[src/rtl/cache_dm_ctrl.sv]
// Direct-mapped, write-through/no-allocate cache controller with a flush request.
// Define CACHE_DM_CTRL_STATS_EN to add saturating read hit/miss counters.
module cache_dm_ctrl #(
  parameter int ADDR_WIDTH = 16,
  parameter int DATA_WIDTH = 32,
  parameter int NUM_LINES  = 16
) (
  input  logic                  clk_i,
  input  logic                  rst_ni,
  input  logic                  cpu_valid_i,
  output logic                  cpu_ready_o,
  input  logic                  cpu_we_i,
  input  logic [ADDR_WIDTH-1:0] cpu_adr_i,
  input  logic [DATA_WIDTH-1:0] cpu_wdata_i,
  output logic [DATA_WIDTH-1:0] cpu_rdata_o,
  output logic                  cpu_resp_valid_o,
  output logic                  mem_valid_o,
  input  logic                  mem_ready_i,
  output logic                  mem_we_o,
  output logic [ADDR_WIDTH-1:0] mem_adr_o,
  output logic [DATA_WIDTH-1:0] mem_wdata_o,
  input  logic [DATA_WIDTH-1:0] mem_rdata_i,
  input  logic                  flush_i
`ifdef CACHE_DM_CTRL_STATS_EN
  ,
  output logic [31:0]           hit_cnt_o,
  output logic [31:0]           miss_cnt_o
`endif
);

  localparam int IDX_W = $clog2(NUM_LINES);
  localparam int TAG_W = ADDR_WIDTH - IDX_W;

  typedef enum logic [1:0] {IDLE, MEM_RD, MEM_WR, RESP} state_e;

  state_e                  state_q, state_d;
  logic [ADDR_WIDTH-1:0]   adr_q, adr_d;
  logic [DATA_WIDTH-1:0]   wdata_q, wdata_d;
  logic [DATA_WIDTH-1:0]   rdata_q, rdata_d;
  logic                    hit_q, hit_d;
  logic                    flush_pend_q, flush_pend_d;
  logic [NUM_LINES-1:0]    valid_q, valid_d;
  logic [TAG_W-1:0]        tag_q  [NUM_LINES];
  logic [DATA_WIDTH-1:0]   data_q [NUM_LINES];

  logic [IDX_W-1:0]        cpu_idx, lat_idx;
  logic [TAG_W-1:0]        cpu_tag, lat_tag;
  logic                    lookup_hit;
  logic                    fill_en, upd_en;

  assign cpu_idx    = cpu_adr_i[IDX_W-1:0];
  assign cpu_tag    = cpu_adr_i[ADDR_WIDTH-1:IDX_W];
  assign lat_idx    = adr_q[IDX_W-1:0];
  assign lat_tag    = adr_q[ADDR_WIDTH-1:IDX_W];
  assign lookup_hit = valid_q[cpu_idx] && (tag_q[cpu_idx] == cpu_tag);

  assign cpu_ready_o      = (state_q == IDLE) && !flush_i && !flush_pend_q;
  assign cpu_resp_valid_o = (state_q == RESP);
  assign cpu_rdata_o      = rdata_q;
  assign mem_valid_o      = (state_q == MEM_RD) || (state_q == MEM_WR);
  assign mem_we_o         = (state_q == MEM_WR);
  assign mem_adr_o        = adr_q;
  assign mem_wdata_o      = wdata_q;

  always_comb begin
    state_d      = state_q;
    adr_d        = adr_q;
    wdata_d      = wdata_q;
    rdata_d      = rdata_q;
    hit_d        = hit_q;
    flush_pend_d = flush_pend_q;
    valid_d      = valid_q;
    fill_en      = 1'b0;
    upd_en       = 1'b0;

    // A flush seen mid-transaction is remembered and applied once back in IDLE.
    if (flush_i && state_q != IDLE) flush_pend_d = 1'b1;

    case (state_q)
      IDLE: begin
        if (flush_i || flush_pend_q) begin
          valid_d      = '0;
          flush_pend_d = 1'b0;
        end else if (cpu_valid_i) begin
          adr_d   = cpu_adr_i;
          wdata_d = cpu_wdata_i;
          hit_d   = lookup_hit;
          if (cpu_we_i) begin
            state_d = MEM_WR;
          end else if (lookup_hit) begin
            rdata_d = data_q[cpu_idx];
            state_d = RESP;
          end else begin
            state_d = MEM_RD;
          end
        end
      end
      MEM_RD: begin
        if (mem_ready_i) begin
          fill_en          = 1'b1;
          valid_d[lat_idx] = 1'b1;
          rdata_d          = mem_rdata_i;
          state_d          = RESP;
        end
      end
      MEM_WR: begin
        if (mem_ready_i) begin
          upd_en  = hit_q;
          rdata_d = wdata_q;
          state_d = RESP;
        end
      end
      RESP:    state_d = IDLE;
      default: state_d = IDLE;
    endcase
  end

  always_ff @(posedge clk_i or negedge rst_ni) begin
    if (!rst_ni) begin
      state_q      <= IDLE;
      adr_q        <= '0;
      wdata_q      <= '0;
      rdata_q      <= '0;
      hit_q        <= 1'b0;
      flush_pend_q <= 1'b0;
      valid_q      <= '0;
    end else begin
      state_q      <= state_d;
      adr_q        <= adr_d;
      wdata_q      <= wdata_d;
      rdata_q      <= rdata_d;
      hit_q        <= hit_d;
      flush_pend_q <= flush_pend_d;
      valid_q      <= valid_d;
    end
  end

  // Tag/data storage carries no reset; the valid bits alone qualify it.
  always_ff @(posedge clk_i) begin
    if (fill_en) begin
      data_q[lat_idx] <= mem_rdata_i;
      tag_q[lat_idx]  <= lat_tag;
    end else if (upd_en) begin
      data_q[lat_idx] <= wdata_q;
    end
  end

`ifdef CACHE_DM_CTRL_STATS_EN
  logic        rd_accept;
  logic [31:0] hit_cnt_q, miss_cnt_q;

  assign rd_accept  = cpu_valid_i && cpu_ready_o && !cpu_we_i;
  assign hit_cnt_o  = hit_cnt_q;
  assign miss_cnt_o = miss_cnt_q;

  always_ff @(posedge clk_i or negedge rst_ni) begin
    if (!rst_ni) begin
      hit_cnt_q  <= '0;
      miss_cnt_q <= '0;
    end else if (rd_accept) begin
      if (lookup_hit && hit_cnt_q != 32'hFFFF_FFFF)   hit_cnt_q  <= hit_cnt_q + 32'd1;
      if (!lookup_hit && miss_cnt_q != 32'hFFFF_FFFF) miss_cnt_q <= miss_cnt_q + 32'd1;
    end
  end
`endif

endmodule

[config.mk]
export PLATFORM = sky130hd
export DESIGN_NAME = cache_dm_ctrl
export DESIGN_NICKNAME = d
export VERILOG_FILES = /design/src/rtl/cache_dm_ctrl.sv
export SDC_FILE = /design/constraint.sdc
export NUM_CORES = 1
export LEC_CHECK = 0
export CORE_MARGIN = 5
export CORE_UTILIZATION = 55
export DETAILED_ROUTE_END_ITERATION = 6
export DONT_BUFFER_PORTS = 1
export PLACE_DENSITY = 0.7
export SLEW_MARGIN = 5
export SYNTH_ARGS = -nofsm -noshare
export SYNTH_HDL_FRONTEND = slang
export SYNTH_SLANG_ARGS = --single-unit
export TNS_END_PERCENT = 5
[constraint.sdc]
create_clock -name clk_i -period 6.11 [get_ports clk_i]
set_clock_uncertainty 0.1 [all_clocks]
set_input_delay 1.222 -clock clk_i [delete_from_list [all_inputs] [get_ports clk_i]]
set_output_delay 1.222 -clock clk_i [all_outputs]
set_load 0.02 [all_outputs]
Yosys cells after proc, flatten, opt, wreduce, memory -nomap -nowiden:

Memories as Yosys holds them, arrays and structs flattened.
Cells that the tools add are included.
W data, S select, Z words.

* register bits after elaboration: 100
* memory bits (writable): 704
* output and inout port bits: 84
* memories: 2

* $lt $le $gt $ge: 3
* eq/ne operators: 12
* muxes and demuxes: 33
* bitwise operators: 3
* reductions and logical operators: 18

Memory list
* data_q: depth 16, width 32, rd ports 1, clocked after memory_dff 0, wr ports 1, RTL line 44 `logic [DATA_WIDTH-1:0] data_q [NUM_LINES];`
* tag_q: depth 16, width 12, rd ports 1, clocked after memory_dff 0, wr ports 1, RTL line 43 `logic [TAG_W-1:0] tag_q [NUM_LINES];`

Operator list (number)
* $mux W32: 7
* $pmux W32 S3: 1
* $mux W16: 2
* $pmux W16 S2: 1
* $or A16 B16 Y16: 1
* $mux W1: 14
* $eq A12 B12 Y1: 1
* $ne A2 B2 Y1 const B: 6
* $lt A4 B5 Y1 const B: 2
* $mux W2: 5
* $reduce_and A3 Y1: 3
* $reduce_and A7 Y1: 1
* $pmux W2 S3: 1
* $logic_and A1 B1 Y1: 5
* $bmux W1 S4: 1
* $demux W1 S4: 1
* $eq A2 B2 Y1 const B: 2
* $ge A4 B1 Y1 const B: 1
* $ne A2 B1 Y1 const B: 2
* $reduce_bool A2 Y1: 2
* $reduce_bool A3 Y1: 1
* $eq A2 B1 Y1 const B: 1
* $logic_not A1 Y1: 2
* $logic_not A2 Y1: 1
* 4 further kinds: 5

Depth between registers and ports, before layout:

Gate-level depths: netlist of run 1.

* depth after elaboration: 8
* depth in mapped cells: 13
* depth with buffers taken out: 8

Worst setup path after synthesis of run 1:

Ideal clock, no wire load.

* path kind: in2reg
* start point: input port cpu_adr_i[0]
* end point: register rdata_q[14] (netlist: cpu_rdata_o[14])
* arrival time: 3637 ps
* data required time: 5885 ps
* setup slack: 2248 ps
* stages: 12
* cells stage by stage: buf_4 -> buf_4 -> buf_2 -> buf_2 -> clkbuf_1 -> buf_2 -> mux4_2 -> nor2_1 -> nor2_1 -> o22ai_1 -> a21oi_1 -> mux2_4

* longest elaborated chain between the ends: 6
* elaborated cells between the ends (all ways): 13
* classes of those cells: 2 x eq/ne; 7 x mux; 2 x reduce/logical; 2 x memory

RTL lines
* start: declaration: RTL line 13 `input logic [ADDR_WIDTH-1:0] cpu_adr_i,`
* parallel branches: the longest is 6 deep, another holds $mem_v2 Z16 W12
* end signal: assignment: RTL line 131 `rdata_q <= rdata_d;`
* end: declaration: RTL line 39 `logic [DATA_WIDTH-1:0] rdata_q, rdata_d;`

Parallel ways; which one is timed is not known. The select of a mux whose other input is x is not followed.
A chain may end at the register's enable or synchronous reset.

Worst setup path in the final report of run 1:

* start point: register state_q[1]
* end point: register valid_q[3]

* longest elaborated chain between the ends: 3
* elaborated cells between the ends (all ways): 7
* classes of those cells: 3 x eq/ne; 1 x mux; 3 x reduce/logical

RTL lines
* start: declaration: RTL line 36 `state_e state_q, state_d;`
* start signal: assignment: RTL line 128 `state_q <= state_d;`
* $eq A2 B1 Y1 or $logic_not A2 Y1 (tied branches): RTL line 79 `case (state_q)`
* $ne A2 B2 Y1 (no line), or another cell as far along
* $reduce_and A3 Y1 (no line)
* end signal: assignment: RTL line 134 `valid_q <= valid_d;`
* end: declaration: RTL line 42 `logic [NUM_LINES-1:0] valid_q, valid_d;`

Several ways; a longest one is shown, not always the timed one.

==> results of run 1 <==
## worst reg2reg max path: cells and delay by family (launching register included)
family | cells | cell delay (ns)
adders and majority gates | 1 | 0.91
DFF | 1 | 0.41
and+or+nand+nor | 2 | 0.98
buffers and inverters | 1 | 0.10
AOI/OAI and AO/OA | 2 | 1.40
## cell usage after synthesis (all sizes together), types with 2 or more instances
cell type | count | area share
a21oi | 35 | 0.0054
and2 | 3 | 0.00058
a22oi | 34 | 0.0079
xor2 | 6 | 0.0016
nor3 | 7 | 0.0011
nand2 | 174 | 0.020
nor3b | 2 | 0.00047
nand3b | 3 | 0.00070
mux4 | 171 | 0.12
a311oi | 2 | 0.00054
xnor2 | 13 | 0.0038
o22ai | 35 | 0.0068
nand3 | 13 | 0.0020
a31oi | 20 | 0.0041
mux2i | 27 | 0.0084
inv | 5 | 0.00058
ha | 4 | 0.0016
o21ai | 10 | 0.0016
a41oi | 4 | 0.0011
o211ai | 5 | 0.0012
nand2b | 4 | 0.00078
edfxtp | 704 | 0.66
buf | 52 | 0.0085
o211a | 2 | 0.00062
nor2b | 9 | 0.0017
mux2 | 66 | 0.027
or3 | 2 | 0.00039
clkbuf | 59 | 0.0069
dfrtp | 100 | 0.078
nor2 | 248 | 0.029
## stage by stage
stage,hold WS (ns),total power [mW],setup slack (ns),util
after floorplan,0.357,9.08,2.25,-
final,0.204,14.6,2.13,0.616
after global placement,0.372,9.72,1.91,0.571
after detailed placement,0.394,9.83,1.81,0.571
after global routing,0.183,15.1,1.94,0.616
after CTS,0.165,14.7,2.25,0.616
## area by class of cell
type / instances / share of cell area
Clock inverter: 40 / 0.0109
Tap cell: 765 / 0.0268
Inverter: 6 / 0.000631
Sequential cell: 804 / 0.663
Timing Repair Buffer: 24 / 0.00505
Clock buffer: 106 / 0.0620
Multi-Input combinational cell: 910 / 0.232
## flip-flops by register name (all words and copies together), names as in the netlist
signal        cells
cpu_rdata_o      32
data_q          512
flush_pend_q      1
hit_q             1
mem_adr_o        16
mem_wdata_o      32
state_q           2
tag_q           192
valid_q          16
## kinds of logic after synthesis
family	after synthesis	share of synthesized area
AOI/OAI and AO/OA	152	0.0304
xor gates and xnor gates	19	0.00539
adders and majority gates	4	0.00155
buffers and inverters	117	0.0161
DFF	804	0.733
muxes	264	0.155
and+or+nand+nor	471	0.0584
## where the power goes
group / total (mW) / internal, mW / switching (mW) / leakage (nW)
combinational: 2.29 / 0.939 / 1.36 / 3.09
clock: 4.86 / 2.85 / 2.01 / 1.29
sequential: 7.45 / 6.62 / 0.824 / 7.60
total: 14.6 / 10.4 / 4.19 / 12.0
## worst max path at each step
stage                 endpoint  slack [ns]  cells after the start
3_3_place_gp   cpu_rdata_o[23]        1.91                      9
6_report            valid_q[3]        2.13                      6
4_1_cts            valid_q[15]        2.25                      6
5_1_grt            valid_q[14]        1.94                      6
3_5_place_dp   cpu_rdata_o[22]        1.81                      9
2_1_floorplan  cpu_rdata_o[14]        2.25                     12
## metal layers
metal  wire, µm  vias to the layer above  share of wire  track usage
met1      29800                     8890           0.40        0.332
met5          0                        -              0            0
li1           -                     7109              -            -
met3       6360                      125          0.086       0.0493
met4       1820                        0          0.025       0.0662
met2      35900                      692           0.49        0.373
==> run_results.csv, run 1 <==
group,metric,value,unit
logic_synthesis,ys_warn_count,0,
floorplanning,ioPinCount,170,
global_route,antenna_found_initial,0,
pwr,vdd_drop_max,0.325,mV
finish,finalInstanceArea,35700,µm²
clocking,post_cts_buffers,0,
logic_synthesis,ys_types,50,
timing,fmax,0.251,GHz
pwr,power_density,409,nW/µm²
setup_path,cp.required,6.55,ns
timing,final_hold_viol_count,0,
place,post-place-cells,2509,
drt,first_pass_iters,5,
finish,n_antenna_cell,0,
setup_path,path_cells,"inv_1 > ha_2 > nand2_1 > a21oi_1 > a31oi_1 > nor2_1",
timing,fin_setup_tns,0,ns
clocking,cts_resized,0,
place,port_buffers,0,
drt,vias,16816,
timing,post-route-min-period,3.98,ns
outcome,outcome,"finished, final reports clean",
setup_path,startpoint_type,"flip-flop",
setup_path,worstPathMaxFanout,38,
setup_path,max_stage_delay,1.17,ns
clocking,clk_latency,0.62,ns
clocking,clockRootBuffer,"clkbuf_16",
drt,drc_errors,0,
setup_path,regToRegEndpoint,"valid_q[3]",
finish,layout-drive-gt1-share,0.221,
logic_synthesis,synth_edf_count,704,
logic_synthesis,ys_seq_area_frac,0.733,
setup_path,cp.arrival,4.42,ns
logic_synthesis,ys.flop_type,"edfxtp_1",
floorplanning,core,57900,µm²
setup_path,reg2reg_depth,6,
timing,setup_violations,0,
global_route,overflow,0,
timing,finalCritPeriodShare,0.651,
global_route,grt_max_degree,182,
place,hpwl,38900,µm
floorplanning,start_util,0.557,
finish,final_cells,2655,
floorplanning,fp.dieW,252,µm
floorplanning,die_area,63600,µm²
floorplanning,rows,88,
setup_path,cp_num_buf_inv,1,
finish,fin_nets,1917,
clocking,htree_levels,3,
run,cap_viol_max_count,0,
setup_path,cp_top_family,"compound AO/OA/AOI/OAI gates",
timing,max_slew_margin,0.191,
logic_synthesis,postSynth.asyncResetShare,0.124,
clocking,cts.sinks,804,
drt,drtAntennaViolNets,0,
finish,seq_area,23600,µm²
setup_path,crit_type,"flip-flop to flip-flop",
setup_path,rrSetupSlack,2.13,ns
global_route,grt_pass1_wl,111000,µm
finish,layout.cells.most_common_list,"edfxtp_1 (704), nor2_1 (216), nand2_1 (173), mux4_2 (167), dfrtp_1 (100)",
logic_synthesis,synth_nets,1921,
setup_path,slowest_stage,"a21oi_1",
drt,wl_per_cell,27.8,µm
clocking,ctsLongestPathBuffers,3,
timing,finalMaxSlewViolations,0,
finish,final_common_cell,"edfxtp_1",
timing,rsz0062_at_grt,"false",
worst_hold_path,hp-class,"input pin to asynchronous set/reset pin",
logic_synthesis,synthCells,1831,
place,gp_congestion,0.782,
pwr,leakagePower,12.0,nW
setup_path,end_kind,"flip-flop",
clocking,cts_inserted_buffers,81,
global_route,grt_pass1_vias,17062,
finish,multi_input_comb_area,8260,µm²
logic_synthesis,synth.avg_cell_area,17.6,µm²
floorplanning,die_h,252,µm
drt,viasPerCell,6.33,
clocking,clkTransAtPathRegs,0.06,ns
finish,n_fill_cell,4112,
setup_path,cp-startpoint,"state_q[1]",
drt,dr.first_iter.drc_count,1775,
drt,finalWirelength,73900,µm
clocking,cts_tree,"yes",
clocking,holdBufCountCts,0,
timing,max_slew.worst_pin.slew,1.21,ns
place,place_area,33100,µm²
logic_synthesis,netlist_area,32200,µm²
setup_path,worstReg2RegStart,"state_q[1]",
finish,area_growth_syn_to_layout,10.6,%
global_route,grtUsageTotal,0.233,
logic_synthesis,ys_ff_latch,804,
Power figures use the tool's default switching activity.
==> run 2: changes to the inputs <==
==> constraint.sdc (replaced) <==
create_clock -name clk_i -period 3.95 [get_ports clk_i]
set_clock_uncertainty 0.1 [all_clocks]
set_input_delay 0.79 -clock clk_i [delete_from_list [all_inputs] [get_ports clk_i]]
set_output_delay 0.79 -clock clk_i [all_outputs]
set_load 0.02 [all_outputs]
==> run_results.csv, run 2 (synthesized netlist as in run 1, its figures left out) <==
group,metric,value,unit
floorplanning,die_area,63600,µm²
finish,finalInstanceArea,35900,µm²
drt,first_pass_iters,7,
clocking,clockRootBuffer,"clkbuf_16",
clocking,cts_resized,0,
run,cap_viol_max_count,0,
finish,final_cells,2691,
drt,wl_per_cell,27.7,µm
timing,post-route-min-period,3.05,ns
pwr,leakagePower,12.1,nW
timing,fin_setup_tns,0,ns
finish,largest_register_ff_count,512,
setup_path,startpoint_type,"flip-flop",
timing,max_slew_margin,0.251,
finish,layout.cells.most_common_list,"edfxtp_1 (704), nor2_1 (232), nand2_1 (173), mux4_2 (167), dfrtp_1 (100)",
place,port_buffers,0,
clocking,htree_levels,3,
place,dp_worst_setup_slack,0.387,ns
timing,max_slew.worst_pin.slew,1.12,ns
floorplanning,core,57900,µm²
finish,fin_nets,1946,
setup_path,endpoint,"cpu_rdata_o[23]",
floorplanning,fp.dieW,252,µm
clocking,clk_latency,0.63,ns
timing,final_hold_viol_count,0,
global_route,grtUsageMet2,0.377,
setup_path,regToRegEndpoint,"cpu_rdata_o[23]",
pwr,power.switching,6.55,mW
floorplanning,die_h,252,µm
worst_hold_path,hp-class,"input pin to flip-flop",
drt,finalWirelength,74400,µm
global_route,globalRouteMet3Util,0.0586,
timing,finalMaxSlewViolations,0,
floorplanning,ioPinCount,170,
place,post-place-cells,2536,
setup_path,cp.arrival,3.45,ns
global_route,top_usage_layer,"met2",
setup_path,reg2reg_depth,9,
pwr,power,22.5,mW
global_route,met1_usage,0.317,
clocking,ctsLongestPathBuffers,3,
finish,utilization,0.620,
finish,area_growth_syn_to_layout,11.4,%
timing,fmax,0.327,GHz
clocking,cts_inserted_buffers,81,
setup_path,end_kind,"flip-flop",
setup_path,cp-startpoint,"tag_q[5][11]",
drt,drc_errors,0,
pwr,p_seq_frac,0.512,
timing,rsz0062_at_grt,"false",
pwr,pwr-share-clk,0.324,
global_route,grt_pass1_vias,17395,
timing,whs,0.166,ns
finish,top_regs,"data_q (512), tag_q (192)",
setup_path,worstReg2RegStart,"tag_q[5][11]",
clocking,cts_tree,"yes",
drt,drtAntennaViolNets,0,
setup_path,worstPathMaxFanout,32,
pwr,cell_internal_pwr,15.9,mW
global_route,grt_pass1_wl,110000,µm
pwr,vdd_drop_max,0.361,mV
setup_path,rrSetupSlack,0.90,ns
setup_path,crit_type,"flip-flop to flip-flop",
drt,vias,16983,
clocking,cts.sinks,804,
global_route,grtUsageTotal,0.233,
clocking,clkTransAtPathRegs,0.06,ns
global_route,grt_max_degree,182,
place,hpwl,39500,µm
outcome,outcome,"finished, final reports clean",
pwr,power_density,626,nW/µm²
global_route,antenna_found_initial,3,
pwr,swShare,0.291,
finish,largest_register,"data_q",
place,gp_congestion,0.806,
pwr,power.share.combinational,0.164,
finish,n_fill_cell,4092,
place,place_area,33400,µm²
finish,final_common_cell,"edfxtp_1",
timing,setup_violations,0,
drt,viasPerCell,6.31,
global_route,overflow,0,
floorplanning,rows,88,
drt,dr.first_iter.drc_count,1791,
finish,layout-drive-gt1-share,0.221,
setup_path,cp.required,4.35,ns
floorplanning,start_util,0.557,
timing,setup_ws,0.896,ns
timing,finalCritPeriodShare,0.773,
## run 2: cell types whose count changed in the layout (fill, tap and decap cells not counted), sizes merged
cell	change
diode	+3
clkbuf	+3
bufinv	-4
dlygate4sd3	+1
inv	+3
buf	+28
clkinv	+2
## run 2: how the worst min path moves through the flow
stage,from,to,slack (ns),depth (start not counted)
after detailed placement,valid_q[4],valid_q[4],0.38,2
final,cpu_adr_i[5],mem_adr_o[5],0.17,2
after global placement,valid_q[4],valid_q[4],0.38,2
after floorplan,valid_q[4],valid_q[4],0.36,2
after global routing,cpu_adr_i[10],mem_adr_o[10],0.16,2
after CTS,cpu_adr_i[5],mem_adr_o[5],0.13,2
## run 2: repair_timing
action	4_1_cts	5_1_grt
buffers inserted	0	0
endpoints found under the hold margin	100	0
hold buffers	2	0
## run 2: worst max-delay path, stage by stage (launching register included)
cell      delay, ns
edfxtp_1       0.36
mux4_2         0.47
mux2i_1        0.17
xnor2_1        0.14
nor3_1         0.09
nor3_1         0.51
nor4_2         0.14
a31oi_4        0.24
buf_12         0.34
mux2_2         0.38
## run 2: cell type report
class | count | area (µm²) | share of cell area
inverter | 6 | 22.5 | 0.000627
timing repair buffer | 53 | 546 | 0.0152
tap | 765 | 957 | 0.0266
clock buffer | 109 | 2210 | 0.0616
multi-input combinational | 910 | 8220 | 0.229
clock inverter | 41 | 305 | 0.00850
sequential | 804 | 23600 | 0.658
antenna | 3 | 7.51 | 0.000209
## run 2: power groups by stage
stage	logic, mW	clock network (mW)	registers [mW]
floorplan	2.70	0	11.4
global placement	3.50	0	11.6
detailed placement	3.62	0	11.7
CTS	3.67	7.39	11.5
global route	3.94	7.76	11.6
finish	3.69	7.29	11.5
## run 2: metal layers
layer  vias up  part of all wire
met5         -           0.00017
met2       764              0.49
met1      8899              0.39
met3       129             0.088
li1       7189                 -
met4         2             0.028
==> run 3: changes to the inputs <==
--- a/config.mk
+++ b/config.mk
@@ -5,11 +5,12 @@
 export SDC_FILE = /design/constraint.sdc
 export NUM_CORES = 1
 export LEC_CHECK = 0
+export ABC_AREA = 1
 export CORE_MARGIN = 5
 export CORE_UTILIZATION = 55
 export DETAILED_ROUTE_END_ITERATION = 6
 export DONT_BUFFER_PORTS = 1
-export PLACE_DENSITY = 0.7
+export PLACE_DENSITY = 0.73
 export SLEW_MARGIN = 5
 export SYNTH_ARGS = -nofsm -noshare
 export SYNTH_HDL_FRONTEND = slang
==> constraint.sdc (replaced) <==
create_clock -name clk_i -period 2.6 [get_ports clk_i]
set_clock_uncertainty 0.1 [all_clocks]
set_input_delay 0.52 -clock clk_i [delete_from_list [all_inputs] [get_ports clk_i]]
set_output_delay 0.52 -clock clk_i [all_outputs]
set_load 0.02 [all_outputs]
==> run_results.csv, run 3 <==
group,metric,value,unit
logic_synthesis,ys_seq_area_frac,0.714,
finish,n_fill_cell,4353,
global_route,antenna_found_initial,2,
finish,area_growth_syn_to_layout,13.8,%
place,hpwl,51000,µm
clocking,ctsLongestPathBuffers,3,
pwr,leakagePower,13.7,nW
worst_hold_path,hp-class,"input pin to asynchronous set/reset pin",
finish,largest_register,"data_q",
timing,max_slew.worst_pin.slew,1.28,ns
drt,vias,23250,
logic_synthesis,synthCells,2817,
setup_path,rrSetupSlack,0.26,ns
clocking,htree_levels,3,
timing,setup_violations,0,
pwr,power_density,968,nW/µm²
floorplanning,start_util,0.552,
clocking,holdBufCountCts,41,
clocking,cts.sinks,804,
logic_synthesis,synth.avg_cell_area,11.8,µm²
timing,finalMaxSlewViolations,0,
drt,wl_per_cell,24.5,µm
floorplanning,core,60000,µm²
clocking,cts_tree,"yes",
timing,finalCritPeriodShare,0.986,
setup_path,cp_num_buf_inv,1,
finish,fin_nets,2970,
setup_path,crit_type,"input pin to flip-flop",
global_route,grt_pass1_wl,137000,µm
drt,viasPerCell,6.24,
setup_path,cpMostUsedCell,"nand2_1",
timing,max_slew_margin,0.143,
drt,dr.first_iter.drc_count,2915,
finish,finalInstanceArea,37700,µm²
timing,whs,-0.511,ns
global_route,grtUsageTotal,0.272,
outcome,violations,"hold timing",
setup_path,regToRegEndpoint,"data_q[15][19]",
timing,setup_ws,0.0356,ns
drt,drc_errors,0,
timing,final_hold_viol_count,100,
timing,fin_setup_tns,0,ns
setup_path,path_cells,"nor2_1 > nor2_1 > o21ai_1 > nand3_1 > nand3_1 > nand2_1 > nand2_1 > nand2_1 > nor2_1 > nand2_1 > nor2_2 > nand2_1 > nand2_4 > buf_12 > nand3_1 > nand2_1",
logic_synthesis,postSynth.asyncResetShare,0.124,
run,cap_viol_max_count,0,
place,gp_congestion,0.861,
finish,layout.cells.most_common_list,"edfxtp_1 (704), nand2_1 (459), nor2_1 (353), o21ai_0 (301), nand3_1 (207)",
finish,final_cells,3728,
logic_synthesis,yosys.area.top_type_share,0.638,
setup_path,end_kind,"flip-flop",
finish,multi_input_comb_area,8080,µm²
logic_synthesis,synth_top_area_cell,"edfxtp_1",
drt,drtAntennaViolNets,0,
floorplanning,fp.dieW,255,µm
setup_path,worstReg2RegStart,"state_q[0]",
setup_path,startpoint_type,"input pin",
drt,first_pass_iters,6,
floorplanning,die_h,255,µm
finish,utilization,0.628,
floorplanning,die_area,65200,µm²
logic_synthesis,ys.flop_type,"edfxtp_1",
place,place_area,34800,µm²
clocking,cts_inserted_buffers,80,
timing,post-route-min-period,2.56,ns
logic_synthesis,ys_ff_latch,804,
finish,top_regs,"data_q (512), tag_q (192)",
finish,largest_register_ff_count,512,
setup_path,max_stage_delay,0.34,ns
logic_synthesis,netlist_area,33100,µm²
global_route,overflow,0,
place,post-place-cells,3539,
setup_path,cp.required,3.06,ns
logic_synthesis,ys_warn_count,0,
timing,rsz0062_at_grt,"false",
finish,seq_area,23600,µm²
setup_path,worstPathMaxFanout,370,
logic_synthesis,synth_commonest_cells,"edfxtp_1 (704), nand2_1 (461), nor2_1 (353)",
logic_synthesis,synth_edf_count,704,
clocking,clk_latency,0.63,ns
pwr,vdd_drop_max,0.877,mV
drt,finalWirelength,91300,µm
setup_path,reg2reg_depth,7,
logic_synthesis,synth_area_leaders,"edfxtp_1 (64%), dfrtp_1 (7.6%), nand2_1 (5.2%)",
setup_path,cp_top_family,"simple AND/OR/NAND/NOR gates",
outcome,outcome,"complete, but fails checks",
logic_synthesis,synth_nets,2907,
global_route,grt_pass1_vias,22879,
timing,fmax,0.390,GHz
logic_synthesis,ys_types,33,
setup_path,cp.arrival,3.02,ns
floorplanning,rows,90,
finish,layout-drive-gt1-share,0.0985,
finish,final_common_cell,"edfxtp_1",
clocking,clockRootBuffer,"clkbuf_16",
floorplanning,ioPinCount,170,
clocking,clkTransAtPathRegs,0.06,ns
setup_path,slowest_stage,"nor2_1",
place,dp_worst_setup_slack,-0.0676,ns
logic_synthesis,yosysMostFrequentCell,"edfxtp_1",
pwr,power,36.5,mW
place,port_buffers,0,
global_route,grt_max_degree,371,
## run 3: changes by cell type in the layout (fill, tap and decap cells not counted), moves of 121 or more
cell / before / now
mux4_2: 167 / 0
inv_1: 4 / 147
o21ai_0: 10 / 301
nand2_1: 173 / 459
nor2_1: 232 / 353
nand3_1: 13 / 207
## run 3: cells by family after synthesis
logic type	count (synthesis)	share of synthesized area
fa+ha+maj	4	0.00151
flops	804	0.714
simple gates	1045	0.128
buf+inv	360	0.0464
compound gates	604	0.110
## run 3: worst register-to-register path: stages (launching register included)
cell	delay [ns]
dfrtp_1	0.41
inv_1	0.11
ha_2	0.23
nand3_1	0.21
nand2_2	0.31
nand2_1	0.11
inv_2	0.26
buf_12	0.25
## run 3: worst max-delay path by stage
| stage | to | cells after the start | from |
|---|---|---|---|
| 6_report | cpu_rdata_o[23] | 16 | cpu_adr_i[0] |
| 5_1_grt | mem_we_o | 3 | state_q[0] |
| 4_1_cts | cpu_ready_o | 5 | state_q[0] |
| 3_5_place_dp | cpu_rdata_o[23] | 17 | cpu_adr_i[0] |
| 3_3_place_gp | cpu_rdata_o[26] | 10 | cpu_adr_i[0] |
| 2_1_floorplan | data_q[11][0] | 8 | state_q[0] |
## run 3: cell type report
class / instances / share of cell area
Sequential cell: 804 / 0.627
Multi-Input combinational cell: 1653 / 0.214
Clock buffer: 109 / 0.0590
Timing Repair Buffer: 174 / 0.0503
Tap cell: 782 / 0.0259
Inverter: 167 / 0.0170
Clock inverter: 38 / 0.00650
Antenna cell: 1 / 0.0000664
## run 3: metal layers
layer  GRT usage  wire length (µm)  up-vias
met5           0                16        -
met1       0.373             34200    11412
met3      0.0670             11500      189
met2       0.434             43100     1432
met4      0.0886              2510        2
li1            -                 -    10215
## run 3: timing repair
item / 4_1_cts / 5_1_grt
gates resized for setup: 1 / 2
setup endpoints to repair: 1 / 16
hold endpoints to repair: 141 / 100
buffers inserted: 0 / 0
## run 3: power by group
group          switching (mW)  internal (mW)  total (mW)
sequential               1.96           16.4        18.4
clock                    4.76           6.19        11.0
combinational            4.97           2.19        7.16
total                    11.7           24.8        36.5
